**src/rtl/ahb_burst_master_if.sv**
```systemverilog
// ahb_burst_master_if: AHB-Lite bus between the burst master and the bridge slave port
interface ahb_burst_master_if;
  logic [1:0] Htrans;
  logic [31:0] Haddr;
  logic Hwrite;
  logic [2:0] Hsize;
  logic [2:0] Hburst;
  logic [31:0] Hwdata;
  logic Hreadyin;
  logic [1:0] Hresp;
  logic [31:0] Hrdata;
  modport master(
    output Htrans, Haddr, Hwrite, Hsize, Hburst, Hwdata,
    input Hreadyin, Hresp, Hrdata
  );
  modport slave(
    input Htrans, Haddr, Hwrite, Hsize, Hburst, Hwdata,
    output Hreadyin, Hresp, Hrdata
  );
endinterface

```
**src/rtl/ahb_burst_master.sv**
```systemverilog
// ahb_burst_master: AHB-Lite initiator issuing SINGLE/INCR word bursts from a local command port
module ahb_burst_master #(
  parameter int MAX_BEATS = 16,
  parameter int BOUNDARY = 1024
) (
  input logic Hclk,
  input logic Hresetn,
  input logic cmd_valid,
  output logic cmd_ready,
  input logic cmd_write,
  input logic [31:0] cmd_addr,
  input logic [4:0] cmd_len,
  output logic wdata_req,
  input logic [31:0] wdata,
  output logic rdata_valid,
  output logic [31:0] rdata,
  output logic done,
  output logic err,
  ahb_burst_master_if.master ahb
);
  localparam int CW = $clog2(MAX_BEATS + 1);
  localparam logic [2:0] IDLE = 3'd0, ADDR = 3'd1, BURST = 3'd2, LAST = 3'd3, ERR = 3'd4;
  localparam logic [1:0] T_IDLE = 2'b00, T_NONSEQ = 2'b10, T_SEQ = 2'b11;
  logic [2:0] state;
  logic [CW-1:0] beats, len_c;
  logic dp, a_done, d_done, e_det, at_bound;
  logic [31:0] next_addr;
  assign ahb.Hsize = 3'b010;
  always_comb begin
    len_c = (cmd_len == 5'd0) ? CW'(1) : (32'(cmd_len) > 32'(MAX_BEATS)) ? CW'(MAX_BEATS) : CW'(cmd_len);
    a_done = ahb.Htrans[1] & ahb.Hreadyin;
    d_done = dp & ahb.Hreadyin;
    e_det = dp & ~ahb.Hreadyin & (ahb.Hresp != 2'b00);
    next_addr = ahb.Haddr + 32'd4;
    at_bound = (next_addr & 32'(BOUNDARY - 1)) == 32'd0;
    cmd_ready = (state == IDLE) & ~done;
    wdata_req = a_done & ahb.Hwrite;
  end
  // dp marks a data phase in flight; it overlaps the next address phase in a burst
  always_ff @(posedge Hclk) begin
    if (!Hresetn) begin
      state <= IDLE;
      beats <= '0;
      dp <= 1'b0;
      ahb.Htrans <= T_IDLE;
      ahb.Haddr <= '0;
      ahb.Hwrite <= 1'b0;
      ahb.Hburst <= '0;
      ahb.Hwdata <= '0;
      rdata <= '0;
      rdata_valid <= 1'b0;
      done <= 1'b0;
      err <= 1'b0;
    end else begin
      done <= 1'b0;
      err <= 1'b0;
      rdata_valid <= 1'b0;
      if (e_det) begin
        state <= ERR;
        ahb.Htrans <= T_IDLE;
        dp <= 1'b0;
      end else if (state == ERR) begin
        if (ahb.Hreadyin) begin
          state <= IDLE;
          done <= 1'b1;
          err <= 1'b1;
        end
      end else begin
        dp <= a_done | (dp & ~ahb.Hreadyin);
        if (cmd_valid && cmd_ready) begin
          state <= ADDR;
          ahb.Htrans <= T_NONSEQ;
          ahb.Haddr <= cmd_addr & ~32'd3;
          ahb.Hwrite <= cmd_write;
          ahb.Hburst <= (len_c == CW'(1)) ? 3'b000 : 3'b001;
          beats <= len_c;
        end
        if (a_done) begin
          beats <= beats - CW'(1);
          ahb.Haddr <= next_addr;
          ahb.Hwdata <= ahb.Hwrite ? wdata : ahb.Hwdata;
          ahb.Htrans <= (beats == CW'(1)) ? T_IDLE : at_bound ? T_NONSEQ : T_SEQ;
          state <= (beats == CW'(1)) ? LAST : BURST;
        end
        if (d_done && !ahb.Hwrite) begin
          rdata <= ahb.Hrdata;
          rdata_valid <= 1'b1;
        end
        if (d_done && state == LAST) begin
          state <= IDLE;
          done <= 1'b1;
        end
      end
    end
  end
endmodule

```
**src/flat_wrapper.sv**
```systemverilog
// flat-port wrapper written by rule: the top's interface ports become plain ports
module ahb_burst_master_flat 
#(
  parameter int MAX_BEATS = 16,
  parameter int BOUNDARY = 1024
)
  (Hclk, Hresetn, cmd_valid, cmd_ready, cmd_write, cmd_addr, cmd_len, wdata_req, wdata, rdata_valid, rdata, done, err, ahb_Htrans, ahb_Haddr, ahb_Hwrite, ahb_Hsize, ahb_Hburst, ahb_Hwdata, ahb_Hreadyin, ahb_Hresp, ahb_Hrdata);
  ahb_burst_master_if ahb_i ();
  input logic Hclk;
  input logic Hresetn;
  input logic cmd_valid;
  output logic cmd_ready;
  input logic cmd_write;
  input logic [31:0] cmd_addr;
  input logic [4:0] cmd_len;
  output logic wdata_req;
  input logic [31:0] wdata;
  output logic rdata_valid;
  output logic [31:0] rdata;
  output logic done;
  output logic err;
  output wire logic [$bits(ahb_i.Htrans)-1:0] ahb_Htrans;
  output wire logic [$bits(ahb_i.Haddr)-1:0] ahb_Haddr;
  output wire logic [$bits(ahb_i.Hwrite)-1:0] ahb_Hwrite;
  output wire logic [$bits(ahb_i.Hsize)-1:0] ahb_Hsize;
  output wire logic [$bits(ahb_i.Hburst)-1:0] ahb_Hburst;
  output wire logic [$bits(ahb_i.Hwdata)-1:0] ahb_Hwdata;
  input wire logic [$bits(ahb_i.Hreadyin)-1:0] ahb_Hreadyin;
  input wire logic [$bits(ahb_i.Hresp)-1:0] ahb_Hresp;
  input wire logic [$bits(ahb_i.Hrdata)-1:0] ahb_Hrdata;
  assign ahb_Htrans = ahb_i.Htrans;
  assign ahb_Haddr = ahb_i.Haddr;
  assign ahb_Hwrite = ahb_i.Hwrite;
  assign ahb_Hsize = ahb_i.Hsize;
  assign ahb_Hburst = ahb_i.Hburst;
  assign ahb_Hwdata = ahb_i.Hwdata;
  assign ahb_i.Hreadyin = ahb_Hreadyin;
  assign ahb_i.Hresp = ahb_Hresp;
  assign ahb_i.Hrdata = ahb_Hrdata;
  ahb_burst_master #(.MAX_BEATS(MAX_BEATS), .BOUNDARY(BOUNDARY)) u_core (.Hclk(Hclk), .Hresetn(Hresetn), .cmd_valid(cmd_valid), .cmd_ready(cmd_ready), .cmd_write(cmd_write), .cmd_addr(cmd_addr), .cmd_len(cmd_len), .wdata_req(wdata_req), .wdata(wdata), .rdata_valid(rdata_valid), .rdata(rdata), .done(done), .err(err), .ahb(ahb_i));
endmodule
```
**config.mk**
```make
export PLATFORM = sky130hd
export DESIGN_NAME = ahb_burst_master_flat
export DESIGN_NICKNAME = d
export VERILOG_FILES = /design/src/rtl/ahb_burst_master_if.sv /design/src/rtl/ahb_burst_master.sv /design/src/flat_wrapper.sv
export SDC_FILE = /design/constraint.sdc
export NUM_CORES = 1
export LEC_CHECK = 0
export ABC_AREA = 1
export CAP_MARGIN = 10
export CORE_MARGIN = 2
export CORE_UTILIZATION = 25
export DETAILED_ROUTE_END_ITERATION = 12
export MAX_ROUTING_LAYER = met4
export SLEW_MARGIN = 20
export SYNTH_ARGS = -nofsm -noshare
export SYNTH_HDL_FRONTEND = slang
export SYNTH_SLANG_ARGS = --single-unit
```
**constraint.sdc**
```tcl
create_clock -name Hclk -period 1.6 [get_ports Hclk]
set_input_delay 0.4 -clock Hclk [delete_from_list [all_inputs] [get_ports Hclk]]
set_output_delay 0.4 -clock Hclk [all_outputs]
set_load 0.1 [all_outputs]
```
==> summary.txt <==
Synthesis
  • Yosys top cell area share: 0.405
  • Syn avg cell area: around 6.5 um^2
  • Leading area contributor after synthesis: dfxtp_1
  • Cell count after synthesis: roughly 830
  • Synthesized area: 5440 um^2
  • FF+latch count, synth: 110
  • Synth area leaders: dfxtp_1 (40%), nand2_1 (14%), a21oi_1 (9.6%)
  • Netlist cell types: 32
  • Syn. warnings: 0
  • Sequential area share after synthesis: 0.405

Floorplanning
  • DIE HEIGHT: between 150 and 200 um
  • Die area: 23000 um^2
  • Initial Utilization: 0.256
  • # IOs: ~220
  • Core ar.: 21200 um^2
  • Site Rows: 53
  • Die width: 152 um

Clocking
  • CTS max path bufs: 2
  • Worst-Skew Late Latency: 0.35 ns
  • Sinks on Clock Net: 110
  • Clk slew on worst S/H paths: around 0.080 ns
  • H-tree depth: 3
  • CTS tree: yes
  • Cts bufs inserted: 9
  • Root buf cell: clkbuf_16

Detailed routing
  • Total number of vias: roughly 6200
  • DR vias/cell: 4.59
  • 1st-iter DRT viols: roughly 450
  • Detailed-route DRC error count: 0
  • DR WL/cell: 15.0 um
  • Routed WL: approximately 20000 um
  • Antenna Nets Post-Route: 0
  • Drt pass-1 iters: 4

Final layout
  • Commonest non-fill, non-tap cells in the layout: nand2_1 (204), buf_12 (110), clkdlybuf4s50_1 (102)
  • Area grow syn2layout: 83.0%
  • Fin util: 0.469
  • Share of cells above drive strength 1: 0.252
  • Layout Cells excl Fill: 1357
  • Final nets: 1189
  • Antenna cells: 0
  • Layout fillers: 2043
  • Commonest non-fill, non-tap cell in the layout: nand2_1

Pwr
  • Maximum VDD drop: between 400 and 500 uV
  • Combinational share of power: 0.398
  • Leakage: 0.00376 uW
  • Total Power: approximately 9300 uW
  • Seq pwr share: 0.350
  • Sw Ratio: 0.395
  • P_sw: 3690 uW
  • Internal power: 5660 uW
  • Clock network fraction of design power: 0.251
  • PD cells: 938 nW/um^2

GRT
  • Total congestion overflow: 0
  • Largest net degree at the start of global routing: 35
  • Gr usage total: 0.172
  • Initial antenna violation count: 0
  • Vias in the first global route: 5724
  • First-pass GRT wire length: ~30000 um

STA
  • Max-slew violations: 0
  • Setup tns final: -0.0635 ns
  • Max Fclk: ~0.6 GHz
  • Max Clock Skew: between 0.015 and 0.02 ns
  • Clock period minus worst slack: 1.66 ns
  • Period utilization: 1.04
  • Unrepaired setup endpoints after global routing: true
  • Final worst setup slack: -0.0635 ns
  • Endpoints failing hold: 0
  • Setup Viol. Count Final: 1

Worst setup path
  • Largest stage delay on the critical path: 0.36 ns
  • Type of origin of the critical path: flip-flop
  • Endpoint class of the critical path: output pin
  • CP delay by family, top: flip-flops
  • Worst Path Buf+Inv: 2
  • Flop2flop setup slack: ~0.01 ns
  • Crit path DAT: 1.26 ns
  • RR Startpoint: u_core.state[2]
  • CP Cell Sequence: buf_6 > nor3b_4 > buf_12
  • Critical Path Start: u_core.state[2]
  • Max FO, Critical Path: 2
  • Slowest-stage cell, CP: dfxtp_4
  • Worst Path Required: approximately 1.2 ns
  • Kind of critical path: reg2out

Placement
  • GPL Wtd Cong: ~1
  • Inst Count DP: 1317
  • Dpl ws: -0.570 ns
  • DP HPWL: 14500 um
  • IO buf count: 208

Worst hold path
  • Hold_sp: u_core.rdata[21]
  • Hold Path Class: reg2reg

Run
  • MaxCap Viol Count: 0

Status
  • Failing checks: setup timing
  • Status: finished, violations left
cells in the mapped netlist (all sizes together):
| library cell | n |
|---|---|
| a211oi | 1 |
| a21oi | 104 |
| a31oi | 6 |
| buf | 27 |
| clkbuf | 21 |
| conb | 2 |
| dfxtp | 110 |
| ha | 4 |
| inv | 85 |
| nand2 | 210 |
| nand3 | 74 |
| nand3b | 2 |
| nand4 | 5 |
| nor2 | 104 |
| nor3 | 5 |
| nor3b | 1 |
| o211ai | 1 |
| o21ai | 63 |
| o22ai | 1 |
| o31ai | 1 |
| or2 | 2 |
| xor2 | 2 |
path summary, 6_finish.rpt:
path,end,cells past startpoint
worst max-delay path,cmd_ready,3
worst min-delay path,u_core.rdata[21],2
worst max register to register,u_core.ahb.Haddr[12],10
worst min register to register,u_core.rdata[21],2
kinds of logic (layout without fill, tap and decap cells):
family,Yosys count,in the layout,synth area share
AND/OR/NAND/NOR,403,403,0.310
AO/OA/AOI/OAI,177,177,0.166
buffers and inverters,133,379,0.106
flip-flops,110,110,0.405
adder cells (fa/ha/maj),4,4,0.00920
other,2,7,0.00138
XOR/XNOR,2,2,0.00322
power by group through the flow:
| stage | Sequential, uW | Clock (uW) | Combinational, uW |
|---|---|---|---|
| CTS | 3280 | 2420 | 3590 |
| global placement | 3340 | 0 | 3400 |
| global route | 3300 | 2510 | 3920 |
| detailed placement | 3350 | 0 | 3430 |
| finish | 3270 | 2350 | 3720 |
| floorplan | 4400 | 0 | 941 |
per-layer routing:
layer  wire, um  GRT usage  share of wire  up-vias
met2       9940      0.276           0.49      173
met3       1060     0.0216          0.052       23
li1           -          -              -     3167
met1       8970      0.222           0.44     2867
met4        401     0.0648          0.020        0
met5          0          -              0        -
sequential cells by signal (all words and copies together), names as in the netlist:
register	cells
u_core.done	1
u_core.ahb.Hburst	1
u_core.ahb.Htrans	2
u_core.ahb.Hwdata	32
u_core.state	3
u_core.rdata	32
u_core.dp	1
u_core.ahb.Haddr	30
u_core.err	1
u_core.beats	5
u_core.ahb.Hwrite	1
u_core.rdata_valid	1
worst reg2reg max path, delay by kind of cell (launching register included):
family | cells | cell delay, ns
AO/OA/AOI/OAI | 1 | 0.12
buffers and inverters | 3 | 0.45
AND/OR/NAND/NOR | 6 | 0.61
flip-flops | 1 | 0.36
timing repair:
action / CTS / global route
gates resized for setup: 24 / 44
hold buffers: 0 / 0
setup buffers: 13 / 8
pin swaps: 8 / 12
cloned: 4 / 2
endpoints found under the setup margin: 74 / 48
stage by stage:
step	hold slack (ns)	cell area [um^2]
6_report	0.481	9960
5_1_grt	0.498	9960
4_1_cts	0.484	9750
3_5_place_dp	0.472	9210
3_3_place_gp	0.468	9210
2_1_floorplan	0.464	5610
layout make-up:
class,count,area [um^2],share of cell area
tap,275,344,0.0346
clock buffer,11,264,0.0265
clock inverter,5,43.8,0.00440
timing repair inverter,1,8.76,0.000880
timing repair buffer,277,3820,0.384
sequential,110,2300,0.231
inverter,85,334,0.0335
multi-input combinational,593,2840,0.285
Power figures use the tool's default switching activity.
